<file path="config.mk">
export PLATFORM = sky130hd
export DESIGN_NAME = nn_inference_scheduler
export DESIGN_NICKNAME = d
export VERILOG_FILES = /design/src/rtl/nn_pkg.sv /design/src/rtl/nn_input_pingpong.sv /design/src/rtl/nn_inference_scheduler.sv
export SDC_FILE = /design/constraint.sdc
export NUM_CORES = 1
export LEC_CHECK = 0
export ABC_AREA = 1
export CAP_MARGIN = 40
export CORE_MARGIN = 3
export CORE_UTILIZATION = 25
export DETAILED_ROUTE_END_ITERATION = 10
export DONT_BUFFER_PORTS = 1
export PLACE_DENSITY = 0.45
export SLEW_MARGIN = 20
export SYNTH_ARGS = -nofsm -noshare
export SYNTH_HDL_FRONTEND = slang
export SYNTH_SLANG_ARGS = --single-unit
</file>
<file path="constraint.sdc">
create_clock -name clk -period 2.22 [get_ports clk]
set_clock_uncertainty 0.15 [all_clocks]
set_input_delay 0.111 -clock clk [delete_from_list [all_inputs] [get_ports clk]]
set_output_delay 0.111 -clock clk [all_outputs]
set_load 0.005 [all_outputs]
</file>
<file path="src/rtl/nn_pkg.sv">
// Shared definitions for the classifier sequencer: default widths, stage timeout,
// FSM state encoding and a small state-classification helper.
// Imported by nn_input_pingpong and nn_inference_scheduler.
package nn_pkg;

    localparam int NN_INPUT_SIZE      = 256;
    localparam int NN_CLASS_BITS      = 4;
    localparam int NN_TIMEOUT_CYCLES  = 1024;
    localparam int NN_CNT_WIDTH       = 16;

    typedef logic [2:0] state_t;

    localparam state_t ST_IDLE   = 3'd0;
    localparam state_t ST_L1_RUN = 3'd1;
    localparam state_t ST_L2_RUN = 3'd2;
    localparam state_t ST_MX_RUN = 3'd3;
    localparam state_t ST_RESULT = 3'd4;

    // True in the states where a compute stage is running and the stage timer counts.
    function automatic logic is_run_state(input state_t s);
        return (s == ST_L1_RUN) || (s == ST_L2_RUN) || (s == ST_MX_RUN);
    endfunction

endpackage

</file>
<file path="src/rtl/nn_input_pingpong.sv">
// Two-slot ping-pong image buffer between the host and layer 1.
// Latency: push visible on rd_dat/count the cycle after the push; in_ready is registered.
// Backpressure: in_ready low while both slots are full; flush empties the buffer in one cycle.
// Ports: clk/reset (async active-low), push/push_dat, pop, flush -> rd_dat (slot at rd_ptr), count, in_ready.
module nn_input_pingpong
    import nn_pkg::*;
#(
    parameter int WIDTH = NN_INPUT_SIZE
) (
    input  logic             clk,
    input  logic             reset,
    input  logic             push,
    input  logic [WIDTH-1:0] push_dat,
    input  logic             pop,
    input  logic             flush,
    output logic [WIDTH-1:0] rd_dat,
    output logic [1:0]       count,
    output logic             in_ready
);

    logic [WIDTH-1:0] slot_q [2];
    logic [WIDTH-1:0] slot_d [2];
    logic             wr_ptr_q, wr_ptr_d;
    logic             rd_ptr_q, rd_ptr_d;
    logic [1:0]       count_q, count_d;
    logic             in_ready_q, in_ready_d;
    logic             push_ok, pop_ok;

    always_comb begin
        // Guards keep the occupancy sane even if a caller misbehaves.
        push_ok    = push && (count_q != 2'd2);
        pop_ok     = pop && (count_q != 2'd0);
        slot_d     = slot_q;
        wr_ptr_d   = wr_ptr_q;
        rd_ptr_d   = rd_ptr_q;
        count_d    = count_q;
        if (flush) begin
            wr_ptr_d = 1'b0;
            rd_ptr_d = 1'b0;
            count_d  = 2'd0;
        end else begin
            if (push_ok) begin
                slot_d[wr_ptr_q] = push_dat;
                wr_ptr_d         = ~wr_ptr_q;
            end
            if (pop_ok) begin
                rd_ptr_d = ~rd_ptr_q;
            end
            count_d = count_q + 2'(push_ok) - 2'(pop_ok);
        end
        // Registered ready reflects the occupancy after this cycle's update.
        in_ready_d = (count_d != 2'd2);
    end

    always_ff @(posedge clk or negedge reset) begin
        if (!reset) begin
            slot_q[0]  <= '0;
            slot_q[1]  <= '0;
            wr_ptr_q   <= 1'b0;
            rd_ptr_q   <= 1'b0;
            count_q    <= 2'd0;
            in_ready_q <= 1'b0;
        end else begin
            slot_q     <= slot_d;
            wr_ptr_q   <= wr_ptr_d;
            rd_ptr_q   <= rd_ptr_d;
            count_q    <= count_d;
            in_ready_q <= in_ready_d;
        end
    end

    assign rd_dat   = slot_q[rd_ptr_q];
    assign count    = count_q;
    assign in_ready = in_ready_q;

endmodule

</file>
<file path="src/rtl/nn_inference_scheduler.sv">
// Sequencer for layer 1 -> layer 2 -> max-of-10, fed from a two-slot input buffer.
// Latency: start pulse two cycles after first push; stage N+1 starts the cycle after stage N done.
// Backpressure: in_ready low when both slots full; result held until res_ready; per-stage timeout.
// Ports: host in_valid/in_ready/in_data, abort; l1/l2/mx start+done, mx_class; res_valid/res_ready/
//        res_class/res_error; busy, frame_count. reset is asynchronous active-low.
module nn_inference_scheduler
    import nn_pkg::*;
#(
    parameter int INPUT_SIZE     = NN_INPUT_SIZE,
    parameter int CLASS_BITS     = NN_CLASS_BITS,
    parameter int TIMEOUT_CYCLES = NN_TIMEOUT_CYCLES,
    parameter int CNT_WIDTH      = NN_CNT_WIDTH
) (
    input  logic                  clk,
    input  logic                  reset,
    input  logic                  in_valid,
    output logic                  in_ready,
    input  logic [INPUT_SIZE-1:0] in_data,
    input  logic                  abort,
    output logic [INPUT_SIZE-1:0] l1_data,
    output logic                  l1_start,
    input  logic                  l1_done,
    output logic                  l2_start,
    input  logic                  l2_done,
    output logic                  mx_start,
    input  logic                  mx_done,
    input  logic [CLASS_BITS-1:0] mx_class,
    output logic                  res_valid,
    input  logic                  res_ready,
    output logic [CLASS_BITS-1:0] res_class,
    output logic                  res_error,
    output logic                  busy,
    output logic [CNT_WIDTH-1:0]  frame_count
);

    localparam int           TW         = (TIMEOUT_CYCLES > 2) ? $clog2(TIMEOUT_CYCLES) : 1;
    localparam logic [TW-1:0] TIMER_LAST = TW'(TIMEOUT_CYCLES - 1);

    state_t                state_q, state_d;
    logic [TW-1:0]         timer_q, timer_d;
    logic                  l1_start_q, l1_start_d;
    logic                  l2_start_q, l2_start_d;
    logic                  mx_start_q, mx_start_d;
    logic                  res_valid_q, res_valid_d;
    logic [CLASS_BITS-1:0] res_class_q, res_class_d;
    logic                  res_error_q, res_error_d;
    logic [CNT_WIDTH-1:0]  frame_count_q, frame_count_d;

    logic                  in_run;
    logic                  stage_done;
    logic                  stage_timeout;
    logic                  buf_push;
    logic                  buf_pop;
    logic [1:0]            buf_count;

    assign in_run = is_run_state(state_q);

    // A done is only honoured after the start pulse cycle, so a level left
    // over from the previous frame (or a done coincident with start) is ignored.
    always_comb begin
        stage_done = 1'b0;
        case (state_q)
            ST_L1_RUN: stage_done = l1_done && !l1_start_q;
            ST_L2_RUN: stage_done = l2_done && !l2_start_q;
            ST_MX_RUN: stage_done = mx_done && !mx_start_q;
            default:   stage_done = 1'b0;
        endcase
    end

    assign stage_timeout = in_run && !stage_done && (timer_q == TIMER_LAST);
    assign buf_push      = in_valid && in_ready && !abort;
    // Layer 1 has finished with its image either way, so a layer 1 timeout also frees the slot.
    assign buf_pop       = (state_q == ST_L1_RUN) && (stage_done || stage_timeout) && !abort;

    nn_input_pingpong #(
        .WIDTH (INPUT_SIZE)
    ) u_pingpong (
        .clk      (clk),
        .reset    (reset),
        .push     (buf_push),
        .push_dat (in_data),
        .pop      (buf_pop),
        .flush    (abort),
        .rd_dat   (l1_data),
        .count    (buf_count),
        .in_ready (in_ready)
    );

    always_comb begin
        state_d       = state_q;
        timer_d       = in_run ? timer_q + TW'(1) : timer_q;
        l1_start_d    = 1'b0;
        l2_start_d    = 1'b0;
        mx_start_d    = 1'b0;
        res_valid_d   = res_valid_q;
        res_class_d   = res_class_q;
        res_error_d   = res_error_q;
        frame_count_d = frame_count_q;

        case (state_q)
            ST_IDLE: begin
                if (buf_count != 2'd0) begin
                    state_d    = ST_L1_RUN;
                    l1_start_d = 1'b1;
                    timer_d    = '0;
                end
            end
            ST_L1_RUN: begin
                if (stage_done) begin
                    state_d    = ST_L2_RUN;
                    l2_start_d = 1'b1;
                    timer_d    = '0;
                end
            end
            ST_L2_RUN: begin
                if (stage_done) begin
                    state_d    = ST_MX_RUN;
                    mx_start_d = 1'b1;
                    timer_d    = '0;
                end
            end
            ST_MX_RUN: begin
                if (stage_done) begin
                    state_d     = ST_RESULT;
                    res_valid_d = 1'b1;
                    res_class_d = mx_class;
                    res_error_d = 1'b0;
                end
            end
            ST_RESULT: begin
                if (res_ready) begin
                    frame_count_d = frame_count_q + CNT_WIDTH'(1);
                    res_valid_d   = 1'b0;
                    // Go straight to the next buffered image without an IDLE bubble.
                    if (buf_count != 2'd0) begin
                        state_d    = ST_L1_RUN;
                        l1_start_d = 1'b1;
                        timer_d    = '0;
                    end else begin
                        state_d = ST_IDLE;
                    end
                end
            end
            default: state_d = ST_IDLE;
        endcase

        if (stage_timeout) begin
            state_d     = ST_RESULT;
            res_valid_d = 1'b1;
            res_error_d = 1'b1;
            res_class_d = '0;
        end

        if (abort) begin
            state_d       = ST_IDLE;
            timer_d       = '0;
            l1_start_d    = 1'b0;
            l2_start_d    = 1'b0;
            mx_start_d    = 1'b0;
            res_valid_d   = 1'b0;
            frame_count_d = frame_count_q;
        end
    end

    always_ff @(posedge clk or negedge reset) begin
        if (!reset) begin
            state_q       <= ST_IDLE;
            timer_q       <= '0;
            l1_start_q    <= 1'b0;
            l2_start_q    <= 1'b0;
            mx_start_q    <= 1'b0;
            res_valid_q   <= 1'b0;
            res_class_q   <= '0;
            res_error_q   <= 1'b0;
            frame_count_q <= '0;
        end else begin
            state_q       <= state_d;
            timer_q       <= timer_d;
            l1_start_q    <= l1_start_d;
            l2_start_q    <= l2_start_d;
            mx_start_q    <= mx_start_d;
            res_valid_q   <= res_valid_d;
            res_class_q   <= res_class_d;
            res_error_q   <= res_error_d;
            frame_count_q <= frame_count_d;
        end
    end

    assign l1_start    = l1_start_q;
    assign l2_start    = l2_start_q;
    assign mx_start    = mx_start_q;
    assign res_valid   = res_valid_q;
    assign res_class   = res_class_q;
    assign res_error   = res_error_q;
    assign busy        = (state_q != ST_IDLE);
    assign frame_count = frame_count_q;

endmodule

</file>
[After elaboration in Yosys (flattened, before gate mapping)]
Cells that the tools add are included.
Word-level totals
  register bits after elaboration: 555
  latch bits: 0
  memory bits (writable): 0
  memory bits (read-only): 0
  input port bits: 268
  output and inout bits: 283
  logic and storage cells: 120
  memories: 0
Operators by class
  $add $sub $neg: 4
  multipliers: 0
  divide/modulo/power cells: 0
  $lt $le $gt $ge: 3
  eq/ne operators: 12
  shift-type cells: 0
  muxes and demuxes: 47
  bitwise logic cells: 5
  reductions and logical operators: 34
Operators with widths (number)
  two-way mux 256 bit: 4
  bitwise mux 512 bit: 1
  demux 256 bit (select 1 bit): 1
  two-way mux 10 bit: 5
  case mux 10 bit (3 select lines): 1
  two-way mux 3 bit: 7
  two-way mux 1 bit: 20
  != test 4 bit (second input constant): 5
  adder 16 x 1 -> 16 bit (second input constant): 1
  case mux 3 bit (5 select lines): 1
  logical AND 1 bit: 12
  two-way mux 4 bit: 3
  adder 10 x 1 -> 10 bit (second input constant): 1
  == test 10 bit (second input constant): 1
  nonzero test 2 bit: 5
  == test 3 x 2 -> 1 bit (second input constant): 2
  AND reduction 3 bit: 2
  zero test 1 bit: 5
  AND reduction 5 bit: 1
  greater-or-equal comparator 2 bit (second input constant): 2
  != test 2 bit (second input constant): 2
  NOT 1 -> 2 bit: 2
  case mux 1 bit (2 select lines): 2
  AND reduction 2 bit: 2
  other kinds (13): 17

[Longest topological paths before layout]
Gate-level depths: netlist of run 1.
  depth after elaboration: 13
  gate-level depth with buffers: 14
  mapped depth without buffers: 14

[By module]
From an unflattened synthesis of run 1, not the netlist that was laid out.
Second synthesis, totals
  cell total of the unflattened synthesis: 3051
  area total of the unflattened synthesis: 25518.2 um^2
By module, submodules not included
  nn_input_pingpong: times used 1, cells each 2767, area an instance 23344.9 um^2, sequential area each 12937.4 um^2
  nn_inference_scheduler: times used 1, cells each 284, area an instance 2173.3 um^2, sequential area each 950.9 um^2

[Worst setup path before layout of run 1]
OpenSTA, ideal clock, no wires.
  path kind: register to register
  from: register state_q[2]
  to: register u_pingpong.in_ready_q (netlist: u_pingpong.in_ready)
  arrival: 1.887 ns
  data required time: 1.949 ns
  path slack: 0.062 ns
  cell stages (with the launch flop): 15
  path buffers: 1
  cell sequence: dfrtp_1 clkbuf_8 nor2_1 nand3_1 inv_1 nor2_2 nand2_1 nand3_1 inv_1 ha_1 inv_1 ha_1 xor2_1 nor2_1 nand2_1
On the way
  cells in the longest elaborated chain, start to end: 12
RTL lines
  start, declared: RTL line nn_inference_scheduler.sv:39  | state_t state_q, state_d;
  start signal, assigned: RTL line nn_inference_scheduler.sv:177  | state_q <= state_d;
  == test 3 x 2 -> 1 bit / == test 3 x 1 -> 1 bit (equally long branches): RTL line nn_pkg.sv:21, nn_inference_scheduler.sv:62, nn_inference_scheduler.sv:73
  case mux 1 bit (3 select lines) / logical OR 1 bit (equally long branches): RTL line nn_inference_scheduler.sv:62, nn_pkg.sv:21
  zero test 1 bit / logical OR 1 bit (equally long branches): RTL line nn_inference_scheduler.sv:70, nn_pkg.sv:21
  logical AND 1 bit (2 in series): RTL line nn_inference_scheduler.sv:70  | assign stage_timeout = in_run && !stage_done && (timer_q == TIMER_LAST);
  logical OR 1 bit: RTL line nn_inference_scheduler.sv:73  | assign buf_pop = (state_q == ST_L1_RUN) && (stage_done || stage_timeout) && !abort;
  logical AND 1 bit * (2 in series): RTL line nn_inference_scheduler.sv:73
  logical AND 1 bit *: RTL line nn_input_pingpong.sv:32  | pop_ok = pop && (count_q != 2'd0);
  subtractor 2 x 1 -> 2 bit *: RTL line nn_input_pingpong.sv:49  | count_d = count_q + 2'(push_ok) - 2'(pop_ok);
  two-way mux 2 bit *: RTL line nn_input_pingpong.sv:37  | if (flush) begin
  named net u_pingpong.count_d[1]: RTL line nn_input_pingpong.sv:25  | logic [1:0] count_q, count_d;
  != test 2 bit *: RTL line nn_input_pingpong.sv:52  | in_ready_d = (count_d != 2'd2);
  named net u_pingpong.in_ready_d: RTL line nn_input_pingpong.sv:26  | logic in_ready_q, in_ready_d;
  end signal, assigned: RTL line nn_input_pingpong.sv:68  | in_ready_q <= in_ready_d;
  end, declared: RTL line nn_input_pingpong.sv:26
Mark *: on every way through the listed nets, which the timed path passes. The rest lies on a longest branch.
A chain may end at the register's enable or synchronous reset.

[Worst setup path in the final report of run 1]
  from: register u_pingpong.rd_ptr_q
  to: output port l1_data[176]
On the way
  cells in the longest elaborated chain, start to end: 4
RTL lines
  start, declared: RTL line nn_input_pingpong.sv:24  | logic rd_ptr_q, rd_ptr_d;
  start signal, assigned: RTL line nn_input_pingpong.sv:66  | rd_ptr_q <= rd_ptr_d;
  NOT 1 -> 2 bit (not written as such): RTL line nn_input_pingpong.sv:72  | assign rd_dat = slot_q[rd_ptr_q];
  two-way mux 256 bit (not written as such) (3 in series): RTL line nn_input_pingpong.sv:72
  end, declared: RTL line nn_inference_scheduler.sv:20  | output logic [INPUT_SIZE-1:0] l1_data,
Every way passes these cells. The select of a mux whose other input is x is not followed.

==> results of run 1 <==
[cell usage after synthesis (all sizes together)]
library cell	count	area [sq um]
inv	295	1110
a211oi	1	7.51
nor2	42	214
clkbuf	89	344
or2	1	6.26
mux2	256	2880
nand4	8	65.1
xor2	15	131
nand2	582	2200
buf	55	274
nand3	27	145
xnor2	6	52.6
nor3b	1	7.51
dfrtp	555	13900
o21ai	524	2620
a21oi	4	20.0
nor3	9	71.3
ha	4	50.1
[flip-flops by register name, summed over array words and instances, names as in the netlist]
register / cells
u_pingpong.slot_q: 512
frame_count: 16
timer_q: 10
res_class: 4
state_q: 3
u_pingpong.count: 2
l1_start: 1
l2_start: 1
mx_start: 1
res_error: 1
res_valid: 1
u_pingpong.in_ready: 1
u_pingpong.rd_ptr_q: 1
u_pingpong.wr_ptr_q: 1
[power breakdown]
part           internal (mW)  switching [mW]
clock network           6.28            4.21
registers               12.8            1.50
logic                   2.72            3.14
[layer usage]
layer,vias to the layer above,track usage,wire (um)
met4,0,0.0459,1930
li1,8555,-,-
met1,8647,0.159,28000
met2,543,0.217,32400
met5,-,0,0
met3,114,0.0445,5460
[critical path: cells and delay by family, from the launching register on]
kind,cells,cell delay [ns]
flops,1,0.51
buf+inv,3,0.48
mux,1,0.35
[what timing repair did]
action	in CTS	in global routing
gates resized for setup	27	34
buffers inserted	9	7
pin swaps	0	5
endpoints found under the setup margin	197	220
cloned	6	3
endpoints found under the hold margin	1110	555
[cells by family after synthesis]
kind of cell	after synthesis	synth area share
AND/OR/NAND/NOR	670	0.113
adder cells (fa/ha/maj)	4	0.00208
XOR/XNOR	21	0.00763
flip-flops	555	0.576
AO/OA/AOI/OAI	529	0.110
multiplexers	256	0.120
buffers and inverters	439	0.0716
[worst min-delay path by stage]
stage          slack, ns  startpoint  cells after the start                      to
2_1_floorplan      -0.33       reset                      0          frame_count[0]
3_3_place_gp       -0.32       reset                      0  u_pingpong.slot_q[183]
3_5_place_dp       -0.32       reset                      0  u_pingpong.slot_q[183]
4_1_cts            -1.01       reset                      0  u_pingpong.slot_q[183]
5_1_grt             -1.0       reset                      0  u_pingpong.slot_q[183]
6_report           -0.93       reset                      0  u_pingpong.slot_q[183]
[layout make-up]
cell class	count	area, sq um	area share
Inverter	295	1110	0.0354
Multi-Input combinational cell	1480	8590	0.275
Tap cell	1265	1580	0.0506
Clock inverter	18	163	0.00520
Clock buffer	94	1930	0.0617
Timing Repair Buffer	374	4020	0.128
Sequential cell	555	13900	0.444
Antenna cell	2	5.00	0.000160
==> results summary, run 1 <==
Counting every sink on the clock net gives 555. Row generation in the floorplan step produced 113 rows. The final reports fail on negative hold slack, negative setup slack. The total wire length is 67.8 mm. The total power is 30.7 mW. Across all layers, the routed design uses around 18000 vias.

The final critical-path setup slack is -0.00283 ns. In this run the critical register-to-register path is launched from state_q[0]. The post-layout instance count excluding filler cells is 4083. The final number of hold-violating endpoints came out at around 560. The worst setup path is captured at a primary output. The worst register-to-register path ends at u_pingpong.in_ready. The number of antenna violations at the first check in global routing is 2.

The number of global-route vias before repair is ~18000. After floorplanning, the core was sized to cover around 0.095 sq mm. The global-route wire length before repair is between 100 and 150 mm.

The clock buffer count from CTS came out at 68. The post-route DRC violation count came out at 0. The fraction of final layout cells with drive strength greater than 1 is 0.172.

The number of cells on the worst reg-to-reg path is 13. The maximum clock rate is around 0.45 GHz. The accumulated negative setup slack is -0.00283 ns. The power per standard cell area is 981 mW/mm^2. The ratio of routed vias to standard cells is 4.37.

The deepest level of the CTS H-tree came out at 3. The insertion delay of the later-clocked pin in the worst-skew pair came out at 0.58 ns. The library cell used most frequently in the layout, excluding fill and tap cells, is sky130_fd_sc_hd__nand2_1. The number of maximum-capacitance violations is 0. The synthesized instance count is around 2500. Summed over all layers, the global routing overflow is 0. The type of the worst setup path is reg -> out. Along the worst path, the maximum fanout reaches 15. The maximum VDD drop came out at ~0.6 mV. The startpoint kind of the worst setup timing path is a flop.

The layout filler cell count came out at 9682. The last element of the critical path is l1_data[176]. In this design, the critical path's most frequently occurring cell is sky130_fd_sc_hd__buf_16. Setup repair after global routing could not meet its margin everywhere. The number of buffers inserted for hold repair after clock tree synthesis is 280.

The synthesized netlist net count is 2746. The placement-stage worst setup slack is approximately 0.033 ns. The cell area after layout is approximately 0.031 sq mm. The final critical-path required period is 2.22 ns. The overall die height is 316 um. The master of the slowest instance on the critical path is sky130_fd_sc_hd__dfrtp_4.

At the worst endpoint, the required time is slightly below 2 ns. The synthesis-stage register bit count is 555. The launching instance or port of the critical path is u_pingpong.rd_ptr_q. The final layout contains about 3000 nets.

The final HPWL from detailed placement is 44.0 mm. The number of top-level pins is 551. The tightest slew margin relative to the limit is 0.117.

The die covers around 0.10 sq mm. Clock-pin slew was measured on the worst setup and hold paths at 0.06 ns. The largest buffer count on any clock path came out at 3. In the finished design, the share of the clock period the worst path needs comes to 1.00. Entering global routing, the biggest net connects 556 pins. The detailed-router iteration count before antenna repair came out at 8.

The portion of the post-synthesis area used by sequential elements is 0.576. Walking the worst path, the cells encountered are buf_16 > buf_12 > buf_16 > mux2_4. The post-synthesis cell type count came out at 32. The analysis attributes to cell leakage a power of 14.9 nW. The routed wire length per instance came out at between 15 and 20 um. The final max-slew violation count came out at 0. The die span in x came out at roughly 320 um. At the pin with the least slew margin, the transition time is 1.32 ns. The synthesized area per cell came out at slightly below 10 sq um. The final RePlAce weighted congestion is 0.770.

The tree is rooted in a sky130_fd_sc_hd__clkbuf_16. In the layout the commonest cells are sky130_fd_sc_hd__nand2_1 (573), sky130_fd_sc_hd__dfrtp_1 (551), sky130_fd_sc_hd__o21ai_0 (479). The count of buffers inserted at the top-level ports came out at 0. The post-route core utilization came out at 0.328. The post-placement cell area came out at 0.0258 sq mm. The maximum single-stage delay on the critical path is about 0.51 ns. The initial cell density of the core is 0.253. The count of final setup violators is 1.

The overall routing resource usage is 0.131. The post-detailed-route count of antenna-violating nets came out at 0. The worst register-to-register path has a setup slack of 0.09 ns. The worst hold slack after final layout came out at -0.930 ns. Yosys printed 0 warnings. STA puts the critical path data arrival time at about 2.0 ns. The layout overhead on the synthesized area came out at 29.9%.

The post-synthesis instance area came out at 0.0241 sq mm. In this run the worst hold path is classified as in -> async. The number of cells after detailed placement is 3666. The run finished, with violations left. The detailed router's first-iteration violation count is 1325. The TritonCTS clock tree is built.
No activity file was read; power rests on OpenSTA's default activity.
==> inputs of run 2 (changes only) <==
--- a/config.mk
+++ b/config.mk
@@ -5,12 +5,12 @@
 export SDC_FILE = /design/constraint.sdc
 export NUM_CORES = 1
 export LEC_CHECK = 0
-export ABC_AREA = 1
 export CAP_MARGIN = 40
 export CORE_MARGIN = 3
 export CORE_UTILIZATION = 25
 export DETAILED_ROUTE_END_ITERATION = 10
 export DONT_BUFFER_PORTS = 1
+export GPL_ROUTABILITY_DRIVEN = 0
 export PLACE_DENSITY = 0.45
 export SLEW_MARGIN = 20
 export SYNTH_ARGS = -nofsm -noshare
==> results summary, run 2 <==
The overall overflow remaining after global route came out at 0 (unchanged). The final critical-path required period came out at 2.39 ns (+0.163 ns). The portion of the post-synthesis area used by sequential elements is 0.577 (+0.000719). The total wire length is 68.2 mm (+0.50%). The count of final setup violators came out at 122 (+121). The commonest cells after synthesis are sky130_fd_sc_hd__mux2_2 (769), sky130_fd_sc_hd__dfrtp_1 (555), sky130_fd_sc_hd__buf_2 (61), sky130_fd_sc_hd__clkbuf_1 (32), sky130_fd_sc_hd__xnor2_1 (22). The core outline area came out at 0.0952 sq mm (-0.15%). The number of nets in the finished design is 2260 (-26%). In the layout the commonest cells are sky130_fd_sc_hd__mux2_2 (724), sky130_fd_sc_hd__dfrtp_1 (552), sky130_fd_sc_hd__dlygate4sd3_1 (285). The full die area came out at 0.100 sq mm (-0.12%). The synthesized area per cell is 15.2 sq um (+57%). The leakage power was 13.4 nW (-10%). The tree is rooted in a sky130_fd_sc_hd__clkbuf_16. The post-synthesis compound-gate area fraction is 0.00936 (-0.101).

The proportion of netlist area held by the largest area contributor is 0.577 (+0.000719). The final reports fail on negative hold slack, negative setup slack. The fraction of final layout cells with drive strength greater than 1 is 0.516 (+0.345). The ratio of routed vias to standard cells is 4.39 (+0.45%). The startpoint kind of the worst setup timing path is a flop. The pin count of the biggest net entering global routing came out at 556 (unchanged). The number of global-route vias before repair is 16000 (-13%). Ranked by flip-flop count, first place goes to u_pingpong.slot_q.

The worst hold slack after final layout was -0.944 ns (-0.0142 ns). The most common flop cell mapped by yosys is sky130_fd_sc_hd__dfrtp_1. The overall routing resource usage came to 0.128 (-0.00299). The count of buffers inserted at the top-level ports is 0 (unchanged). The layout overhead on the synthesized area came out at 36.2%. The flip-flop count of the largest register after layout came out at 512 (unchanged). The final max-slew violation count came to 0 (unchanged). The global-route wire length before repair is 98.5 mm (-5.7%). The actual slew at the worst max-slew pin came to 0.808 ns (-0.516 ns). The detailed-router iteration count before antenna repair came out at 6 (-2). The type of the worst setup path is reg -> reg. The number of flops mapped to enable cells by yosys is 0 (unchanged). The number of maximum-capacitance violations is 0 (unchanged). The clock net sink count is 555 (unchanged). The min-delay analysis places its worst path in the category in -> async. The deepest level of the CTS H-tree came out at 3 (unchanged). The flow ran to the end, but the final reports show violations. The synthesis-stage register bit count was 555 (unchanged). The fraction of registers with async set/reset came out at 1.00 (unchanged).

The number of cells after detailed placement is 2848 (-22%). The synthesized instance count is 1578 (-36%). The largest buffer count on any clock path came out at 3 (unchanged).

The final number of hold-violating endpoints came out at 267 (-52%). The worst setup path is captured at a flop. The number of buffers inserted for hold repair after clock tree synthesis came to 285 (+1.8%). The total number of vias is 14500 (-19%).

The number of warning messages in the yosys log came out at 0 (unchanged). The number of top-level pins came out at 551 (unchanged). The post-layout instance count excluding filler cells came out at 3298 (-19%). The largest area contributor in the netlist is sky130_fd_sc_hd__dfrtp_1. The slack of the worst reg-to-reg path is -0.17 ns (-0.26 ns).

The biggest fanout along the worst timing path is 2 (-13). The mux cell area share after synthesis is 0.360 (+0.240). The required time at the worst-slack endpoint came out at 2.55 ns (+0.59 ns). The clock buffer count from CTS is 67 (-1.5%). The critical path arrival came out at 2.72 ns (+0.76 ns). Setup repair after global routing could not meet its margin everywhere. The power per standard cell area came out at 1060 mW/mm^2 (+7.6%). The launch instance of the worst register-to-register path is timer_q[1]. The insertion delay of the later-clocked pin in the worst-skew pair is 0.61 ns (+0.03 ns). The tightest slew margin relative to the limit is 0.462 (+0.344). By instance count, the leading cell after synthesis is sky130_fd_sc_hd__mux2_2. By area the synthesized netlist is led by sky130_fd_sc_hd__dfrtp_1 (58%), sky130_fd_sc_hd__mux2_2 (36%), sky130_fd_sc_hd__buf_2 (1.3%).

After synthesis, the largest family of logic cells by area is multiplexers. The post-route DRC violation count is 0 (unchanged). TritonCTS built the clock tree. The xor and xnor area share after synthesis is 0.00983 (+0.00219). The detailed router's first-iteration violation count is 391 (-70%).

The die span in x is 316 um (about the same). The arithmetic-cell share of the synthesized area counting full adders, half adders and majority gates was 0.00208 (+0.00000259). The synthesized netlist net count came out at 1850 (-33%).

The most common cell after layout, fill and taps aside is sky130_fd_sc_hd__mux2_2. The cell count of the worst reg-to-reg path is 8 (-5). In this run the critical register-to-register path is captured at u_pingpong.in_ready.

The initial cell density of the core came out at 0.253 (about the same). The post-detailed-route count of antenna-violating nets is 0 (unchanged). The maximum VDD drop came out at 0.564 mV (-7.4%). The clock transition at the registers of the reported paths is 0.06 ns (about the same). The post-synthesis instance area is 0.0241 sq mm (-0.12%).

The part of the cycle the worst path needs came to 1.07 (+0.0735). The post-synthesis cell type count is 44 (+38%). The maximum clock rate is 0.419 GHz (-6.8%). The routed wire length per instance is 20.7 um (+24%). The number of antenna violations at the first check in global routing was 3 (+1). The fraction of the mapped netlist area in simple logic gates was 0.0225 (-0.0901). The overall die height came out at 316 um (about the same). The final HPWL from detailed placement came to 44.0 mm (about the same). The floorplan row count came out at 113 (unchanged).

The final critical-path setup slack is -0.166 ns (-0.163 ns).
[run 2: layout make-up]
type | count | area [sq um]
Antenna cell | 2 | 5.00
Sequential cell | 555 | 13900
Clock inverter | 20 | 196
Tap cell | 1265 | 1580
Inverter | 5 | 21.3
Multi-Input combinational cell | 922 | 9990
Timing Repair Buffer | 437 | 5140
Fill cell | 9167 | 62400
Clock buffer | 92 | 1950
[run 2: cell families (layout without fill, tap and decap cells)]
| group | Yosys count | in the layout |
|---|---|---|
| other | 0 | 2 |
| XOR/XNOR | 27 | 27 |
| AO/OA/AOI/OAI | 31 | 31 |
| AND/OR/NAND/NOR | 91 | 91 |
| flip-flops | 555 | 555 |
| buffers and inverters | 101 | 554 |
| multiplexers | 769 | 769 |
| adder cells (fa/ha/maj) | 4 | 4 |
[run 2: repair_timing]
item | CTS | global route
hold endpoints to repair | 1101 | 488
pin swaps | 1 | 5
buffers inserted | 23 | 11
gates cloned | 15 | 13
resized for setup | 77 | 66
endpoints found under the setup margin | 217 | 297
[run 2: critical path, stage by stage, from the launching register on]
cell and delay, ns:
sky130_fd_sc_hd__dfrtp_1 0.36, sky130_fd_sc_hd__ha_2 0.19, sky130_fd_sc_hd__nand2_2 0.05, sky130_fd_sc_hd__or4_4 0.53, sky130_fd_sc_hd__a21oi_4 0.19, sky130_fd_sc_hd__ha_4 0.22, sky130_fd_sc_hd__inv_4 0.05, sky130_fd_sc_hd__ha_4 0.18
sky130_fd_sc_hd__or3_1 0.34
[run 2: metal layers]
metal,share of wire,vias to the layer above,global-route usage
li1,-,6516,-
met1,0.40,7444,0.147
met2,0.49,430,0.218
met3,0.087,99,0.0537
met4,0.024,2,0.0379
met5,0.00016,-,0
[run 2: worst max-delay path by stage]
stage,start,end,cells after the start
2_1_floorplan,timer_q[0],u_pingpong.in_ready,8
3_3_place_gp,timer_q[1],u_pingpong.in_ready,8
3_5_place_dp,state_q[0],u_pingpong.in_ready,8
4_1_cts,timer_q[1],u_pingpong.in_ready,8
5_1_grt,timer_q[0],u_pingpong.in_ready,8
6_report,timer_q[1],u_pingpong.in_ready,8
[run 2: per-stage QoR]
step | TNS, ns | total power [mW] | util | setup WS, ns | cell area (sq um)
2_1_floorplan | -0.167 | 20.1 | - | -0.167 | 24100
3_3_place_gp | -0.288 | 22.0 | 0.277 | -0.207 | 26300
3_5_place_dp | -0.305 | 22.4 | 0.277 | -0.231 | 26300
4_1_cts | -24.85 | 34.8 | 0.339 | -0.197 | 32300
5_1_grt | -25.39 | 36.6 | 0.344 | -0.229 | 32800
6_report | -5.63 | 34.6 | 0.345 | -0.166 | 32800
[run 2: power breakdown]
group / internal (mW) / total [mW] / switching (mW)
combinational: 5.43 / 9.08 / 3.65
sequential: 13.3 / 14.8 / 1.52
clock: 6.48 / 10.8 / 4.28
total: 25.2 / 34.6 / 9.45
==> inputs of run 3 (changes only) <==
--- a/config.mk
+++ b/config.mk
@@ -12,6 +12,7 @@
 export DONT_BUFFER_PORTS = 1
 export GPL_ROUTABILITY_DRIVEN = 0
 export PLACE_DENSITY = 0.45
+export SETUP_SLACK_MARGIN = 0.4
 export SLEW_MARGIN = 20
 export SYNTH_ARGS = -nofsm -noshare
 export SYNTH_HDL_FRONTEND = slang
==> results summary, run 3 (synthesized netlist as in run 2, its figures left out) <==
The run finished, with violations left. The checks that failed: negative hold slack, negative setup slack. The number of maximum-capacitance violations came to 0 (unchanged). The clock network fraction of total power came out at 0.291 (-0.020). The most common cell type on the critical path is sky130_fd_sc_hd__ha_4. The clock net sink count was 555 (unchanged). The final critical-path setup slack is -0.219 ns (-0.0529 ns). In the layout the commonest cells are sky130_fd_sc_hd__dfrtp_1 (553), sky130_fd_sc_hd__mux2_4 (449), sky130_fd_sc_hd__mux2_2 (320).

The count of buffers inserted at the top-level ports came out at 0 (unchanged). The flip-flop count of the largest register after layout is 512 (unchanged). The worst hold slack after final layout came out at -0.954 ns (-0.00963 ns).

The layout filler cell count came out at 8808 (-3.9%). The detailed router's first-iteration violation count is 676 (+73%). The biggest fanout along the worst timing path came out at 5 (+3).

The pin count of the biggest net entering global routing is 556 (unchanged). The full die area came out at 0.100 sq mm (unchanged). The cell count of the worst reg-to-reg path came to 7 (-1). Setup repair after global routing could not meet its margin everywhere. The number of antenna violations at the first check in global routing came out at 4 (+1). The initial cell density of the core is 0.253 (unchanged). The post-route DRC violation count is 0 (unchanged).

The clock transition at the registers of the reported paths came out at 0.06 ns (about the same). The required time at the worst-slack endpoint came to 2.56 ns (about the same). The number of global-route vias before repair was 16300 (+1.8%). The total number of vias is 15300 (+5.6%). By startpoint and endpoint, the worst setup path is classified as reg -> reg. The routed wire length per instance came out at 23.6 um (+14%). The count of final setup violators came out at 202 (+66%). The sequential fraction of design power came out at 0.401 (-0.026). STA classifies the critical path endpoint as a flop. The worst hold path belongs to the class in -> async.

The sequential cell area came to 0.0139 sq mm (about the same). The master of the slowest instance on the critical path is sky130_fd_sc_hd__or4_4. The clock buffer count from CTS is 68 (+1.5%). The total power came out at 37.4 mW (+8.0%). The ratio of routed vias to standard cells is 4.50 (+2.4%). The overall die height is 316 um (unchanged).

The most common cell after layout, fill and taps aside is sky130_fd_sc_hd__dfrtp_1. The accumulated negative setup slack came out at -8.31 ns (-2.67 ns). The footprint of the multi-input gates is 0.0115 sq mm (+15%). The tightest slew margin relative to the limit came to 0.0559 (-0.406). STA classifies the critical path startpoint as a flop. The relative contribution of combinational cells to total power came out at 0.308 (+0.046). The internal power summed over all cells came out at 27.2 mW (+8.0%). The deepest level of the CTS H-tree is 3 (unchanged). The overall routing resource usage is 0.135 (+0.00690). The leakage power came out at 15.6 nW (+16%). The maximum single-stage delay on the critical path is 0.54 ns (about the same). The maximum VDD drop is 0.614 mV (+8.8%). TritonCTS built the clock tree. The die span in x came out at 316 um (unchanged). The post-layout instance count excluding filler cells is 3402 (+3.2%).

The maximum clock rate is 0.410 GHz (-2.2%). The insertion delay of the later-clocked pin in the worst-skew pair is 0.62 ns (about the same). The core outline area is 0.0952 sq mm (unchanged). The slack of the worst reg-to-reg path came to -0.22 ns (-0.05 ns). The cell area after layout was 0.0363 sq mm (+11%). The floorplan row count came to 113 (unchanged). The final number of hold-violating endpoints is 556 (+110%).

The overall overflow remaining after global route is 0 (unchanged). The number of nets in the finished design came out at 2356 (+4.2%). Walking the worst path, the cells encountered are o21bai_4 > or4_4 > a21oi_4 > ha_4 > inv_2 > ha_4 > or3_4. The layout overhead on the synthesized area is 51.0%.

The detailed-router iteration count before antenna repair was 4 (-2). The switching power came out at 10.2 mW (+7.9%). Counting flops per register, the top entry is u_pingpong.slot_q. The power per standard cell area is 1030 mW/mm^2 (-2.6%). The post-placement cell area came to 0.0263 sq mm (-0.12%). The actual slew at the worst max-slew pin is 1.42 ns (+0.609 ns). The post-detailed-route count of antenna-violating nets is 0 (unchanged).

The final critical-path required period is 2.44 ns (+0.0529 ns). The final HPWL from detailed placement is 44.5 mm (+1.1%). The largest buffer count on any clock path was 3 (unchanged).

The global-route wire length before repair was 103 mm (+4.3%). The fraction of final layout cells with drive strength greater than 1 is 0.528 (+0.0118). The critical path arrival came to 2.78 ns (+0.06 ns). The total wire length came out at 80.3 mm (+18%). The cell sitting at the root of the clock tree is a sky130_fd_sc_hd__clkbuf_16. The part of the cycle the worst path needs came to 1.10 (+0.0238). The switching fraction of total power was 0.273 (-0.000287). The final max-slew violation count is 0 (unchanged).

The number of cells after detailed placement came to 2843 (-0.18%). The number of top-level pins came out at 551 (unchanged).
==> run 3: cell count changes in the layout (fill, tap and decap cells not counted), moves of 16 or more <==
cell,delta
sky130_fd_sc_hd__clkbuf_16,+26
sky130_fd_sc_hd__dlygate4sd3_1,+16
sky130_fd_sc_hd__mux2_2,-404
sky130_fd_sc_hd__buf_12,+20
sky130_fd_sc_hd__mux2_4,+404
sky130_fd_sc_hd__buf_16,+27
==> run 3: final timing paths <==
kind / from / endpoint
max: state_q[2] / u_pingpong.in_ready
min: reset / u_pingpong.slot_q[87]
max reg2reg: state_q[2] / u_pingpong.in_ready
min reg2reg: state_q[2] / state_q[1]
max in group asynchronous: reset / u_pingpong.slot_q[189]
min in group clk: in_valid / u_pingpong.wr_ptr_q
==> run 3: layout make-up <==
| cell class | count | area share |
|---|---|---|
| flip-flops and latches | 555 | 0.382 |
| multi-input cells | 922 | 0.317 |
| repair buffers | 532 | 0.197 |
| diodes | 2 | 0.000138 |
| clock buffers | 102 | 0.0559 |
| inverters | 5 | 0.000517 |
| well taps | 1265 | 0.0436 |
| clock inverters | 19 | 0.00434 |
==> run 3: metrics by stage <==
step / util / setup WS [ns]
global placement: 0.276 / -0.163
CTS: 0.346 / -0.214
global route: 0.382 / -0.277
floorplan: - / -0.167
detailed placement: 0.276 / -0.200
finish: 0.382 / -0.219
==> run 3: repair_timing <==
item,in CTS,in global routing
gates resized for setup,97,509
setup endpoints to repair,804,806
setup buffers,27,31
cloned,29,47
pin swaps,2,7
hold buffers,300,2
hold endpoints to repair,1110,595
==> run 3: power by group through the flow <==
stage / clock, mW / combinational (mW) / sequential, mW
2_1_floorplan: 0 / 5.70 / 14.4
3_3_place_gp: 0 / 7.34 / 14.7
3_5_place_dp: 0 / 7.50 / 14.9
4_1_cts: 11.3 / 9.29 / 14.8
5_1_grt: 11.7 / 12.2 / 15.4
6_report: 10.9 / 11.5 / 15.0
==> run 3: metal layers <==
metal | track usage | up-vias | wire (um)
li1 | - | 6723 | -
met1 | 0.155 | 7997 | 32700
met2 | 0.233 | 452 | 39400
met3 | 0.0469 | 131 | 5560
met4 | 0.0472 | 2 | 2690
met5 | 0 | - | 13
==> run 3: critical path, delay by kind of cell, from the launching register on <==
kind / cells / cell delay (ns)
simple gates: 2 / 0.90
flops: 1 / 0.43
fa+ha+maj: 2 / 0.40
compound gates: 2 / 0.37
buf+inv: 1 / 0.06
